[config.mk]
export PLATFORM = sky130hd
export DESIGN_NAME = gpa_fhdo_vec_seq
export DESIGN_NICKNAME = d
export VERILOG_FILES = /design/src/rtl/gpa_fhdo_vec_seq.sv
export SDC_FILE = /design/constraint.sdc
export NUM_CORES = 1
export LEC_CHECK = 0
export BUFFER_PORTS_ARGS = -buffer_cell sky130_fd_sc_hd__buf_2
export CORE_MARGIN = 10
export CORE_UTILIZATION = 56
export CTS_BUF_LIST = sky130_fd_sc_hd__clkbuf_8
export CTS_CLUSTER_DIAMETER = 50
export DETAILED_ROUTE_END_ITERATION = 16
export PLACE_DENSITY = 0.79
export SETUP_SLACK_MARGIN = 0.3
export SLEW_MARGIN = 20
export SYNTH_ARGS = -nofsm -noshare
export SYNTH_HDL_FRONTEND = slang
export SYNTH_SLANG_ARGS = --single-unit
export TNS_END_PERCENT = 50
[constraint.sdc]
create_clock -name clk -period 5.8 [get_ports clk]
set_input_delay 1.16 -clock clk [delete_from_list [all_inputs] [get_ports clk]]
set_output_delay 1.16 -clock clk [all_outputs]
set_load 0.01 [all_outputs]
[src/rtl/gpa_fhdo_vec_seq.sv]
// Gradient vector sequencer: serialises {x,y,z,z2} vectors into DAC write words for gpa_fhdo_iface.
// Latency: accept to first valid_o pulse is 2 cycles with an empty pipeline; busy_i paces later words.
// Backpressure: one pending plus one active vector; vec_ready_o drops while the pending slot is full.
// Optional feature macro: GPA_SEQ_ADC_READBACK_EN appends an ADC readback word after every non-empty vector.
module gpa_fhdo_vec_seq #(
  // Must be >= 1; covers the cycles before the iface raises busy after a pulse
  parameter int unsigned GUARD_CYC = 2
) (
  input  logic        clk,
  input  logic        rst_n,
  input  logic [95:0] vec_i,
  input  logic [3:0]  mask_i,
  input  logic        vec_valid_i,
  output logic        vec_ready_o,
  output logic [31:0] data_o,
  output logic        valid_o,
  input  logic        busy_i,
  output logic        idle_o,
  output logic [31:0] vec_cnt_o
);

  localparam int unsigned GW = 8;
  localparam logic [GW-1:0] GUARD_LD = GW'(GUARD_CYC - 1);
  localparam logic [31:0] ADC_WORD = {5'b01000, 2'd0, 1'b0, 24'hC000};

`ifdef GPA_SEQ_ADC_READBACK_EN
  typedef enum logic [2:0] {S_IDLE, S_ISSUE, S_GUARD, S_WAITB, S_ISSUE_ADC} state_t;
`else
  typedef enum logic [1:0] {S_IDLE, S_ISSUE, S_GUARD, S_WAITB} state_t;
`endif

  // Lowest set mask bit at or above 'from'; result is {found, index}
  function automatic logic [2:0] next_ch(input logic [3:0] m, input int from);
    logic [2:0] r;
    r = 3'b000;
    for (int i = 3; i >= 0; i--) begin
      if (m[i] && (i >= from)) r = {1'b1, 2'(i)};
    end
    return r;
  endfunction

  state_t           state_q;
  logic             pend_full_q, pend_full_d;
  logic [95:0]      pend_vec_q;
  logic [3:0]       pend_mask_q;
  logic             rdy_q;
  logic [3:0][23:0] act_vec_q;
  logic [3:0]       act_mask_q;
  logic [1:0]       ch_q;
  logic [GW-1:0]    gcnt_q;
  logic [31:0]      data_q;
  logic             valid_q;
  logic [31:0]      cnt_q;
`ifdef GPA_SEQ_ADC_READBACK_EN
  logic             adc_q;
`endif

  logic       accept;
  logic       move;
  logic [2:0] first_ch;
  logic [2:0] more_ch;

  // Handshake decode and pending-slot next state; accept and move never coincide
  always_comb begin
    accept      = vec_valid_i && rdy_q;
    move        = (state_q == S_IDLE) && pend_full_q;
    pend_full_d = pend_full_q;
    if (accept)    pend_full_d = 1'b1;
    else if (move) pend_full_d = 1'b0;
    first_ch = next_ch(pend_mask_q, 0);
    more_ch  = next_ch(act_mask_q, int'(ch_q) + 1);
  end

  // Pending register: captures input only on accept; ready is registered from the next fill state
  always_ff @(posedge clk or negedge rst_n) begin
    if (!rst_n) begin
      pend_full_q <= 1'b0;
      pend_vec_q  <= '0;
      pend_mask_q <= '0;
      rdy_q       <= 1'b0;
    end else begin
      pend_full_q <= pend_full_d;
      rdy_q       <= !pend_full_d;
      if (accept) begin
        pend_vec_q  <= vec_i;
        pend_mask_q <= mask_i;
      end
    end
  end

  // Word sequencer FSM with registered data/valid and completed-vector counter
  always_ff @(posedge clk or negedge rst_n) begin
    if (!rst_n) begin
      state_q    <= S_IDLE;
      act_vec_q  <= '0;
      act_mask_q <= '0;
      ch_q       <= '0;
      gcnt_q     <= '0;
      data_q     <= '0;
      valid_q    <= 1'b0;
      cnt_q      <= '0;
`ifdef GPA_SEQ_ADC_READBACK_EN
      adc_q      <= 1'b0;
`endif
    end else begin
      valid_q <= 1'b0;
      case (state_q)
        S_IDLE: begin
          if (move) begin
            act_vec_q  <= pend_vec_q;
            act_mask_q <= pend_mask_q;
            // An empty mask is dropped here without emitting or counting
            if (first_ch[2]) begin
              ch_q    <= first_ch[1:0];
              state_q <= S_ISSUE;
            end
          end
        end
        S_ISSUE: begin
          valid_q <= 1'b1;
          // Update bit marks the highest enabled channel so all DACs change together
          data_q  <= {5'd0, ch_q, !more_ch[2], act_vec_q[ch_q]};
          gcnt_q  <= GUARD_LD;
          state_q <= S_GUARD;
        end
        S_GUARD: begin
          if (gcnt_q == '0) state_q <= S_WAITB;
          else              gcnt_q  <= gcnt_q - 1'b1;
        end
        S_WAITB: begin
          if (!busy_i) begin
`ifdef GPA_SEQ_ADC_READBACK_EN
            if (adc_q) begin
              adc_q   <= 1'b0;
              cnt_q   <= cnt_q + 1'b1;
              state_q <= S_IDLE;
            end else if (more_ch[2]) begin
              ch_q    <= more_ch[1:0];
              state_q <= S_ISSUE;
            end else begin
              state_q <= S_ISSUE_ADC;
            end
`else
            if (more_ch[2]) begin
              ch_q    <= more_ch[1:0];
              state_q <= S_ISSUE;
            end else begin
              cnt_q   <= cnt_q + 1'b1;
              state_q <= S_IDLE;
            end
`endif
          end
        end
`ifdef GPA_SEQ_ADC_READBACK_EN
        S_ISSUE_ADC: begin
          valid_q <= 1'b1;
          data_q  <= ADC_WORD;
          adc_q   <= 1'b1;
          gcnt_q  <= GUARD_LD;
          state_q <= S_GUARD;
        end
`endif
        default: state_q <= S_IDLE;
      endcase
    end
  end

  assign vec_ready_o = rdy_q;
  assign data_o      = data_q;
  assign valid_o     = valid_q;
  assign vec_cnt_o   = cnt_q;
  assign idle_o      = (state_q == S_IDLE) && !pend_full_q;

endmodule

---- Yosys cells after proc, flatten, opt, wreduce, memory -nomap -nowiden ----
Cells that the tools add are included.
word-level totals
  bits in registers ....................... 274
cells by class
  muxes and demuxes ....................... 26
  reductions and logical operators ........ 19
  add/sub/neg operators ................... 3
  magnitude comparators ................... 5
  eq/ne operators ......................... 9
  bitwise operators ....................... 2
operator list
  kind                                                                                number
  24-bit binary-select mux with 2-bit select                                          1
  32-bit by 1-bit adder with 32-bit output, second input constant                     1
  24-bit two-way mux                                                                  1
  3-bit two-way mux                                                                   8
  2-bit two-way mux                                                                   8
  8-bit one-hot mux with 2 select lines                                               1
  2-bit inequality test, second input constant                                        6
  8-bit zero test                                                                     1
  8-bit two-way mux                                                                   1
  2-bit one-hot mux with 4 select lines                                               1
  8-bit by 1-bit subtractor with 8-bit output, second input constant                  1
  1-bit logical AND                                                                   7
  1-bit by 3-bit greater-or-equal comparator with 1-bit output, first input constant  2
  2-bit by 3-bit greater-or-equal comparator with 1-bit output, first input constant  2
  5-bit AND reduction                                                                 1
  2-bit == test, second input constant                                                2
  1-bit two-way mux                                                                   4
  2-bit one-hot mux with 2 select lines                                               1
  2-bit AND reduction                                                                 2
  4-bit AND reduction                                                                 1
  2-bit nonzero test                                                                  2
  2-bit by 1-bit adder with 3-bit output, second input constant                       1
  1-bit zero test                                                                     3
  2-bit by 3-bit < comparator with 1-bit output, second input constant                1
  4 further kinds                                                                     5

---- Logic depth before layout (Yosys ltp) ----
  word-level depth ........................ 10
  mapped depth ............................ 8
  mapped depth without buffers ............ 7

---- Worst setup path after synthesis ----
OpenSTA, ideal clock, no wires.
  kind .................................... input -> register
  start point ............................. input busy_i
  end point ............................... register cnt_q[13], in the netlist vec_cnt_o[13]
  slack ................................... 3289 ps
  data required time ...................... 5675 ps
  arrival ................................. 2386 ps
  path buffers ............................ 0
  stages on the path ...................... 5
  library setup time ...................... 125 ps
  cells stage by stage .................... and2b_1 > and2_2 > nand3_1 > or4_2 > xnor2_1
between the ends
  word-level cells in the longest chain between the ends .. 2
RTL lines
  what                           RTL line  text
  start, declared                17        input logic busy_i,
  1-bit NOT (no line)            -
  3-bit AND reduction (no line)  -
  end signal, assigned           148       cnt_q <= cnt_q + 1'b1;
  end, declared                  53        logic [31:0] cnt_q;
No other way between the ends.
A chain may end at the register's enable or synchronous reset.

---- Worst setup path in the final report ----
  start point ............................. register state_q[1]
  end point ............................... output idle_o
between the ends
  word-level cells in the longest chain between the ends .. 2
RTL lines
  what                    RTL line  text
  start, declared         42        state_t state_q;
  start signal, assigned  94        state_q <= S_IDLE;
  start signal, assigned  115       state_q <= S_ISSUE;
  start signal, assigned  124       state_q <= S_GUARD;
  2-bit zero test         172       assign idle_o = (state_q == S_IDLE) && !pend_full_q;
  1-bit logical AND       172
  end, declared           18        output logic idle_o,
No other way between the ends.

==> results.ini <==
[finish]
instances_no_fill = 1224
synthToLayoutAreaGrowth_pct = 17.3
fin_nets = 1038
fillers = 1444
drive_above_1_share_pct = 52.4

[pwr]
irDropWorstVdd_v = 0.000314
seqPwrFrac_pct = 45.8
power_frac_clock_pct = 22.1
netSwitchingFraction_pct = 29.8
p_comb_share_pct = 32.1
p_total_w = 0.00718
switching_power_w = 0.00214
p_int_w = 0.00504
p_leak_nw = 6.17
power_density_nw_per_um2 = 543

[synthesis]
syn_area_per_cell_um2 = 15.2
synth_cells = 741
seq_area_frac_synth_pct = 60.6
ys_dominant_reg_cell = dfrtp_1
syn_area_um2 = 11300
yosys_warnings = 0
synth-seq-cells = 273
async_reset_ff_share_pct = 100
synth_cell_types = 48
synth_edf_count = 0

[routing]
routed_wl_um = 22700
drtIter0Drc = 306
num_vias = 6574
remaining_drc_errors = 0
wl_per_cell_um = 18.5
firstDrtPassIters = 4
ant_nets = 0
vias_per_cell = 5.37

[floorplan]
start_util_pct = 57.4
core-area_um2 = 19700
die_w_um = 162
row_count = 51
io_pins = 171
die_h_um = 162
dieArea_um2 = 26200

[cts]
cts_tree = built
hold_buffers = 0
post_cts.resized_instances = 0
clk_latency_ns = 0.54
numCtsBuffers = 45
clk_pin_slew_worst_paths_ns = 0.06
post_cts_buffers = 0
clockRootBuffer = clkbuf_8
cts_max_level = 2
cts_sinks = 273
ctsLongestPathBuffers = 3

[sta]
maxSlewViolCount = 0
hold_viol = 0
worst_pin_slew_ns = 0.962
clock.fmax_mhz = 334
rsz0062_at_grt = false
finalSetupViolCount = 0
clock_skew_ns = 0.0156
setup_ws_ns = 2.81
slew_headroom_pct = 35.8
finalCritPeriodShare_pct = 51.6
fin_crit_ns = 2.99
setup_tns_ns = 0

[worst_hold_path]
min_delay_path_depth = 1
holdCritStartpoint = vec_cnt_o[17]$_DFFE_PN0P_
hp-class = register to register
holdPathEnd = vec_cnt_o[17]$_DFFE_PN0P_

[critical_path]
slowest_stage = dfrtp_1
critPathBufInv = 2
reg2reg_from = state_q[0]$_DFFE_PN0P_
cp_slowest_stage_delay_ns = 0.40
critPathRequiredTime_ns = 4.64
critical_path_class = register to primary output
reg2reg_depth = 5
cp-end-kind = primary output
crit_arrival_ns = 1.83
crit_path_max_fanout = 6
crit_chain = inv_1, ha_1, nor2b_1, buf_2
critPathTopFamily = flip-flops
crit_path_start_kind = register
r2r-end = act_vec_q[38]$_DFFE_PN0P_
ff2ff_setup_slack_ns = 3.19

[placement]
dpl.hpwl_um = 15100
port_buffers = 165
dp_slack_ns = 2.71
gp_congestion = 0.803
dpl.cell_count = 1145

[grt]
grt_pass1_vias = 7224
grt_start_max_net_pins = 129
grt_pass1_wl_um = 37400
antenna_found_initial = 2
grt_overflow = 0
globalRouteTotalUtil_pct = 17.4

[run_status]
status = finished, final reports clean

[flow_run]
drv_cap = 0

[power groups by stage]
stage               clock (W)  sequential [W]  combinational (W)
detailed placement          0         0.00332            0.00234
finish                0.00158         0.00329            0.00231
CTS                   0.00163         0.00330            0.00235
floorplan                   0         0.00317            0.00182
global placement            0         0.00328            0.00225
global route          0.00172         0.00341            0.00253
[cell usage after synthesis, drive strengths merged, types with 2 or more instances]
cell type	instances	area share [%]
inv	12	0.40
dfrtp	273	61
nand2	23	0.77
ha	7	0.78
nand2b	4	0.22
o21bai	2	0.23
xor2	17	1.3
nor2b	3	0.17
nor4	3	0.17
and2	2	0.12
nand3	12	0.53
mux2i	3	0.27
nand4	11	0.67
mux2	229	23
nand4b	2	0.29
clkbuf	27	0.90
buf	9	0.50
a21oi	2	0.089
and2b	2	0.14
xnor2	16	1.3
nand3b	2	0.13
nor3	9	0.44
nor2	23	0.77
o21ai	9	0.40
or4	3	0.28
mux4	24	4.8
[metal layers]
layer / wire length [um] / global-route usage (%) / vias to the layer above / part of all wire (%)
li1: - / - / 3010 / -
met1: 9690 / 21.9 / 3359 / 43
met2: 11200 / 28.8 / 166 / 49
met3: 1430 / 5.23 / 39 / 6.3
met4: 373 / 4.71 / 0 / 1.6
met5: 0 / 0 / - / 0
[registers in the layout, indices dropped and copies added (netlist names), 2 cells and up]
name,cells
pend_vec_q,96
act_vec_q,96
data_o,27
vec_cnt_o,32
pend_mask_q,4
act_mask_q,3
state_q,2
ch_q,2
gcnt_q,8
[how the worst max path moves through the flow]
| stage | startpoint | end | slack [ns] | cells past startpoint |
|---|---|---|---|---|
| after floorplan | busy_i | vec_cnt_o[13]$_DFFE_PN0P_ | 3.29 | 5 |
| after global placement | vec_valid_i | pend_vec_q[29]$_DFFE_PN0P_ | 2.72 | 4 |
| after detailed placement | vec_valid_i | pend_vec_q[74]$_DFFE_PN0P_ | 2.71 | 4 |
| after CTS | state_q[1]$_DFFE_PN0P_ | idle_o | 2.77 | 4 |
| after global routing | state_q[1]$_DFFE_PN0P_ | idle_o | 2.66 | 4 |
| final | state_q[1]$_DFFE_PN0P_ | idle_o | 2.81 | 4 |
[cells in the final DEF, fill, tap and decap left out, types with 3 or more instances in the layout]
cell type	synthesis	routed
buf_2	3	164
nor3_1	8	8
nand4_1	10	10
nand2b_1	4	4
nand3_1	12	12
xor2_1	17	17
clkbuf_8	0	56
dfrtp_1	273	271
nor2b_1	3	3
xnor2_1	15	15
conb_1	1	5
nor4_1	3	3
nand2_1	23	21
ha_1	7	6
inv_1	12	29
mux2i_1	3	3
nor2_1	23	23
mux4_2	24	24
buf_4	5	6
mux2_2	229	229
o21ai_0	9	9
[final cells by class]
type | count | area, um^2 | share of cell area, %
Clock buffer | 56 | 771 | 5.83
Multi-Input combinational cell | 424 | 4270 | 32.3
Inverter | 12 | 45.0 | 0.340
Tap cell | 265 | 332 | 2.51
Antenna cell | 2 | 5.00 | 0.0378
Sequential cell | 273 | 6830 | 51.7
Timing Repair Buffer | 171 | 881 | 6.66
Clock inverter | 21 | 90.1 | 0.681
[cells by family after synthesis]
logic type	share of synthesized area (%)
flip-flops	60.6
other	0.0333
buffers and inverters	1.80
XOR/XNOR	2.63
AO/OA/AOI/OAI	1.42
adder cells (fa/ha/maj)	0.777
multiplexers	27.9
AND/OR/NAND/NOR	4.82
[through the flow]
step	hold slack, ns	instance area [um^2]	util (%)
final	0.482	13200	67.3
after detailed placement	0.477	12400	62.9
after global routing	0.513	13200	67.3
after floorplan	0.458	11300	-
after global placement	0.476	12400	62.9
after CTS	0.489	13200	67.3
[worst register-to-register path, cell delays in order (launching register included)]
cell and delay (ns):
dfrtp_1 0.44, inv_1 0.09, ha_1 0.29, nand2_4 0.62, buf_4 0.62, mux2_2 0.43
(Power assumes the default switching activity.)
